### src/rtl/comb_complex.sv
//============================================================================
// Module      : comb_complex
// Description : Registered logic cell computing b4 = (b1 & b2) | b3.
//               Inputs pass through a configurable synchroniser, an AND
//               stage and an OR stage. The result is then registered, and
//               a rising-edge pulse is generated from it.
//               Optional feature macro: COMB_COMPLEX_CNT_EN. When defined,
//               it enables a saturating counter of the cycles in which
//               b4_o is high.
// Revision    : 1.0 - initial release
//============================================================================
`default_nettype none

module comb_complex #(
    parameter int SYNC_STAGES = 2,
    parameter int CNT_W       = 16
) (
    input  logic             clk_i,
    input  logic             rst_i,
    input  logic             b1_i,
    input  logic             b2_i,
    input  logic             b3_i,
    output logic             b4_o,
    output logic             b4_comb_o,
    output logic             rise_o,
    output logic [CNT_W-1:0] cnt_o
);

    // Synchronised inputs, packed as {b3, b2, b1}.
    logic [2:0] w_in_s;
    logic       w_and;
    logic       w_b4_comb;
    logic       r_b4;
    logic       r_rise;

    generate
        if (SYNC_STAGES == 0) begin : g_direct
            assign w_in_s = {b3_i, b2_i, b1_i};
        end else begin : g_sync
            logic [2:0] r_sync [SYNC_STAGES];

            // Equal-depth shift chain for all three inputs, so that no skew is introduced between them.
            always_ff @(posedge clk_i) begin
                if (rst_i) begin
                    for (int i = 0; i < SYNC_STAGES; i++) begin
                        r_sync[i] <= 3'b000;
                    end
                end else begin
                    r_sync[0] <= {b3_i, b2_i, b1_i};
                    for (int i = 1; i < SYNC_STAGES; i++) begin
                        r_sync[i] <= r_sync[i-1];
                    end
                end
            end

            assign w_in_s = r_sync[SYNC_STAGES-1];
        end
    endgenerate

    // AND stage followed by the OR stage; b3 forces the result high.
    assign w_and     = w_in_s[0] & w_in_s[1];
    assign w_b4_comb = w_and | w_in_s[2];

    // Output register. The rise pulse coincides with the first cycle in which b4_o reads 1.
    always_ff @(posedge clk_i) begin
        if (rst_i) begin
            r_b4   <= 1'b0;
            r_rise <= 1'b0;
        end else begin
            r_b4   <= w_b4_comb;
            r_rise <= w_b4_comb & ~r_b4;
        end
    end

    assign b4_o      = r_b4;
    assign b4_comb_o = w_b4_comb;
    assign rise_o    = r_rise;

`ifdef COMB_COMPLEX_CNT_EN
    localparam logic [CNT_W-1:0] c_cnt_max = {CNT_W{1'b1}};

    logic [CNT_W-1:0] r_cnt;

    // Count the cycles in which b4_o is high, holding at the maximum value instead of wrapping.
    always_ff @(posedge clk_i) begin
        if (rst_i) begin
            r_cnt <= '0;
        end else if (r_b4 && (r_cnt != c_cnt_max)) begin
            r_cnt <= r_cnt + CNT_W'(1);
        end
    end

    assign cnt_o = r_cnt;
`else
    assign cnt_o = '0;
`endif

endmodule

`default_nettype wire

### config.mk
export PLATFORM = sky130hd
export DESIGN_NAME = comb_complex
export DESIGN_NICKNAME = d
export VERILOG_FILES = /design/src/rtl/comb_complex.sv
export SDC_FILE = /design/constraint.sdc
export NUM_CORES = 1
export LEC_CHECK = 0
export ABC_AREA = 1
export BUFFER_PORTS_ARGS = -buffer_cell sky130_fd_sc_hd__clkbuf_2
export CAP_MARGIN = 20
export CORE_AREA = 2 2 39 41
export DETAILED_ROUTE_END_ITERATION = 16
export DIE_AREA = 0 0 41 43
export SLEW_MARGIN = 10
export SYNTH_ARGS = -nofsm -noshare
export SYNTH_HDL_FRONTEND = slang
export SYNTH_SLANG_ARGS = --single-unit
### constraint.sdc
create_clock -name clk_i -period 2.45 [get_ports clk_i]
set_clock_uncertainty 0.2 [all_clocks]
set_input_delay 0.6125 -clock clk_i [delete_from_list [all_inputs] [get_ports clk_i]]
set_output_delay 0.6125 -clock clk_i [all_outputs]
set_load 0.01 [all_outputs]
; Yosys cells after proc, flatten, opt, wreduce, memory -nomap -nowiden
; Memories as Yosys holds them, arrays and structs flattened.
; Cells that the tools add are included.
[word_totals]
ff_bits = 2
wordCells = 14
mem_bits_rw = 6
output_inout_bits = 19
n_memories = 1
in_bits = 5
[op_classes]
bitwise = 6
n_mux = 5
[memory_table]
columns = name, words, width, rd, rd_clocked_by_memory_dff, write_ports, line_no
row1 = g_sync.r_sync, 2, 3, 2, 0, 2, 40  ; logic [2:0] r_sync [SYNC_STAGES];
[ops]
columns = operator, count
row1 = 3-bit two-way mux, 2
row2 = 1-bit two-way mux, 3
row3 = 1-bit OR, 3
row4 = 1-bit AND, 2
row5 = 1-bit inverter, 1

; Longest topological paths before layout
; Gate-level depths: netlist of run 1.
; An unclocked memory read counts as a cell.
[depth]
depth_word = 4
depth_mapped = 4
depth_no_buf = 4

; Worst setup path after synthesis of run 1
; Ideal clock, no wire load.
[synth_timing]
kind = reg-to-output
startpoint = mem g_sync.r_sync[1][0], in the netlist g_sync.r_sync[0][3]
endpoint = out b4_comb_o
path_buffers = 0
t_arrival_ps = 430
setup_slack_ps = 1207
path_stages_with_launch = 3
required_ps = 1637
cell_sequence = dfxtp_1 > nand2_1 > nand2_1
[synth_lines]
columns = item, line_no
row1 = start: declaration, 40
row2 = end: declaration, 24  ; output logic b4_comb_o,

==> out/metrics.cfg, run 1 <==
[worst_setup_path]
rr_startpoint=g_sync.r_sync[0][3]
crit_end=b4_comb_o
crit_start=g_sync.r_sync[0][3]
cp-end-kind=output port
r2r-end=b4_o
start_kind=register
crit_type=reg -> out
ff2ff_setup_slack_ps=1640
cp_max_fo=2
critPathRequiredTime_ps=1640
crit_arrival_ps=800
reg2regPathDepth=4

[yosys]
ys.warnings.count=0
synth_area_um2=355.3
avgSynthCellArea_um2=8.076
synth.most_common_cell=buf_4
synth_cells=44
yosysSeqAreaShare_pct=45.07
synth.largest_area_cell=dfxtp_1
ys_types=7
synth_common_cells=buf_4 (16), dfxtp_1 (8), inv_1 (8)
synth.area.top_cells=dfxtp_1 (45%), buf_4 (34%), inv_1 (8.5%), nor2_1 (7.4%), nand2_1 (3.2%)
ys_seq_elements=8
synth-edff-count=0
synth_top_area_share_pct=45.07
synth_ff_type=dfxtp_1
synthArstFlopShare_pct=0

[sta]
fin_ws_ps=840.7
fin_hold_ws_ps=194.7
fmax_mhz=621.4
fin_crit_ps=1609
setup_viol=0
tns_ps=0
slew_viol_final=0
fin_crit_sh_pct=65.69
hold_viol=0
rsz0062_at_grt=no

[floorplanning]
start_util_pct=25.68
die_w_um=41
die_height_um=43
ioPinCount=24
coreArea_um2=1384
rows=14
die-area_um2=1763

[place]
dp_hpwl_um=266
globalplace.congestion=0.5945
placed_cells=66
preCtsSetupSlack_ps=1111
place.port_buffers=7

[global_route]
grt_pass1_vias=136
overflow=0
grt_start_max_net_pins=8
antenna_found_initial=0
grt_usage_pct=5.853
grt_pass1_wl_um=579

[cts]
cts.path.max_buffers=2
postCtsSetupRepairBufs=0
clockRootBuffer=clkbuf_4
cts-resized-gates=0
holdBufCountCts=0
cts_tree=yes
htree_levels=1
clock_sinks=8
insertion_delay_ps=250
path_clk_slew_ps=50
cts_buffers=3

[cells_and_area]
antenna_cells=0
drive_gt1_share_pct=20.75
stdcell_count=69
syn2layout_area_growth_pct=3.873
nets=60

[drt]
routed_wl_um=338
route.detailed.drc=0
drtIter0Drc=1
detail-route-antenna-nets=0
num_vias=198
drtPass1Iterations=2
wl_per_cell_um=4.899
drt-vias-per-instance=2.870

[power_and_ir_drop]
power_density_nw_per_um2=697.7
p_total_uw=257.5
leakage_uw=0.0002254
ir_drop_uv=372.4

[hold_path]
min_path_type=reg -> reg
hold_depth=2

[flow_run]
cap_violations=0

[status]
status=completed

[critical path: stages, from the launching register on]
cell and delay [ps]:
dfxtp_1 300, nand2_1 40, nand2_1 70, clkbuf_2 130
[sequential cells by signal (all words and copies together) (netlist names)]
name and flops:
b4_o 1, rise_o 1, g_sync.r_sync 6
[power by group]
group | switching [uW] | internal (uW)
clock network | 41.0 | 55.8
registers | 1.32 | 136
logic | 17.7 | 5.71
[metrics by stage]
stage          util (%)  instance area [um^2]
2_1_floorplan         -                 411.6
3_3_place_gp      25.05                 346.6
3_5_place_dp      25.05                 346.6
4_1_cts           26.67                 369.1
5_1_grt           26.67                 369.1
6_report          26.67                 369.1
[cell type report]
cell class,instances,area (um^2)
Fill cell,157,1015
Multi-Input combinational cell,26,97.59
Tap cell,16,20.02
Sequential cell,8,160.2
Timing Repair Buffer,7,35.03
Clock buffer,3,22.52
Inverter,9,33.78
[kinds of logic after synthesis]
kind of cell,Yosys count,synth area share [%]
flops,8,45.07
buf+inv,25,43.31
simple gates,10,10.56
other cells,1,1.055
[cells in the final DEF (no fill, tap or decap)]
master,instances
clkbuf_2,7
inv_1,8
dfxtp_1,8
conb_1,16
nand2_1,3
nor2_1,7
clkbuf_4,3
inv_2,1
[metal layers]
metal,global-route usage [%],vias to the layer above,routed length [um]
li1,-,110,-
met1,6.536,71,138
met2,5.313,17,114
met3,9.424,0,85
met4,2.000,0,0
met5,0,-,0
[how the worst min path moves through the flow]
| stage | startpoint | to | slack, ps |
|---|---|---|---|
| floorplan | g_sync.r_sync[0][0] | g_sync.r_sync[0][3] | 190 |
| global placement | g_sync.r_sync[0][2] | g_sync.r_sync[0][5] | 190 |
| detailed placement | g_sync.r_sync[0][1] | g_sync.r_sync[0][4] | 190 |
| CTS | g_sync.r_sync[0][1] | g_sync.r_sync[0][4] | 190 |
| global route | g_sync.r_sync[0][1] | g_sync.r_sync[0][4] | 210 |
| finish | g_sync.r_sync[0][1] | g_sync.r_sync[0][4] | 190 |
Note: power is estimated with default switching activity, not from simulation.
==> run 2: changes to the inputs <==
==> constraint.sdc (replaced) <==
create_clock -name clk_i -period 1.4 [get_ports clk_i]
set_clock_uncertainty 0.2 [all_clocks]
set_input_delay 0.35 -clock clk_i [delete_from_list [all_inputs] [get_ports clk_i]]
set_output_delay 0.35 -clock clk_i [all_outputs]
set_load 0.01 [all_outputs]
==> out/metrics.cfg, run 2 (synthesis results as in run 1) <==
[global_route]
overflow=0  ; unchanged
grt_usage_pct=5.242  ; -0.61 points
antenna_found_initial=0  ; unchanged
grt_start_max_net_pins=8  ; unchanged
grt_pass1_vias=125  ; -8.1%
grt_pass1_wl_um=483  ; -17%

[cells_and_area]
drive_gt1_share_pct=20.75  ; unchanged
antenna_cells=0  ; unchanged
top_register=g_sync.r_sync
layout_common_cells=conb_1 (16), inv_1 (8), dfxtp_1 (8)
nets=60  ; unchanged
largest_register_ffs=6  ; unchanged
syn2layout_area_growth_pct=3.873  ; unchanged
fillerInstances=160  ; +1.9%
layout_commonest_cell=conb_1

[cts]
cts.path.max_buffers=2  ; unchanged
cts-resized-gates=0  ; unchanged
cts_buffers=3  ; unchanged
holdBufCountCts=0  ; unchanged
htree_levels=1  ; unchanged
insertion_delay_ps=250  ; about the same
path_clk_slew_ps=50  ; about the same
postCtsSetupRepairBufs=0  ; unchanged
clockRootBuffer=clkbuf_4
clock_sinks=8  ; unchanged
cts_tree=yes

[worst_setup_path]
cp-end-kind=output port
critPathRequiredTime_ps=850  ; -790 ps
cp_max_fo=2  ; unchanged
crit_arrival_ps=780  ; -20 ps
crit_type=reg -> out
reg2regPathDepth=4  ; unchanged
crit_start=g_sync.r_sync[0][3]
start_kind=register
rr_startpoint=g_sync.r_sync[0][3]

[sta]
hold_viol=0  ; unchanged
slew_viol_final=0  ; unchanged
setup_viol=0  ; unchanged
rsz0062_at_grt=no
fin_hold_ws_ps=88.97  ; -105.8 ps
fin_crit_ps=1330
tns_ps=0  ; unchanged
fin_crit_sh_pct=94.97
fmax_mhz=752.1

[drt]
drtIter0Drc=2  ; +1
routed_wl_um=323  ; -4.4%
wl_met3_um=69  ; -19%
num_vias=196  ; -1.0%
detail-route-antenna-nets=0  ; unchanged
drt-vias-per-instance=2.841  ; -1.0%
drtPass1Iterations=5  ; +3
dr_wl_met2_um=125  ; +9.6%
wl_per_cell_um=4.681  ; -4.4%
route.detailed.drc=0  ; unchanged
wl_met1_um=128  ; -7.2%
highest_layer=met3

[power_and_ir_drop]
power_density_nw_per_um2=1216  ; +74%
ir_drop_uv=503.1  ; +35%
leakage_uw=0.0002254  ; unchanged

[place]
place.port_buffers=7  ; unchanged
globalplace.congestion=0.6039  ; +1.6%
dp_hpwl_um=267.1  ; +0.41%

[floorplanning]
coreArea_um2=1384  ; unchanged
die-area_um2=1763  ; unchanged
start_util_pct=25.68  ; unchanged
ioPinCount=24  ; unchanged
die_height_um=43  ; unchanged
rows=14  ; unchanged
die_w_um=41  ; unchanged

[hold_path]
hold_depth=3  ; +1
hp-start=b2_i
min_path_type=in -> reg

[flow_run]
cap_violations=0  ; unchanged

[status]
status=completed

==> run 2: report_power, final <==
part | switching (uW) | internal (uW)
clock network | 70.8 | 97.6
logic | 30.5 | 10.0
registers | 2.21 | 238
==> run 2: layout make-up <==
| class | count | area [um^2] | area share [%] |
|---|---|---|---|
| flip-flops and latches | 8 | 160.2 | 43.39 |
| multi-input cells | 26 | 97.59 | 26.44 |
| repair buffers | 7 | 35.03 | 9.492 |
| inverters | 9 | 33.78 | 9.153 |
| clock buffers | 3 | 22.52 | 6.102 |
| well taps | 16 | 20.02 | 5.424 |
==> run 2: final timing paths <==
kind                               to  slack (ps)
setup reg to reg               rise_o         590
setup / recovery            b4_comb_o          70
hold reg to reg   g_sync.r_sync[0][5]         200
hold / removal    g_sync.r_sync[0][1]          90
==> run 2: worst max-delay path: stages (launching register included) <==
cell      delay (ps)
dfxtp_1          300
nand2_1           40
nand2_1           60
clkbuf_2         130
==> run 2: layer usage <==
metal / vias to the layer above / track usage [%]
met5: - / 0
met4: 0 / 6.000
met3: 0 / 7.853
met2: 18 / 4.688
met1: 70 / 4.235
li1: 108 / -
==> run 2: per-stage QoR <==
stage | setup WS (ps) | power, uW | instances | cell area, um^2 | utilization (%)
6_report | 70.47 | 449.0 | 69 | 369.1 | 26.67
3_5_place_dp | 326.6 | 285.3 | 66 | 346.6 | 25.05
5_1_grt | 13.77 | 486.5 | 69 | 369.1 | 26.67
4_1_cts | 49.98 | 460.5 | 69 | 369.1 | 26.67
3_3_place_gp | 327.7 | 285.1 | 66 | 346.6 | 25.05
2_1_floorplan | 419.7 | 306.9 | 59 | 411.6 | -
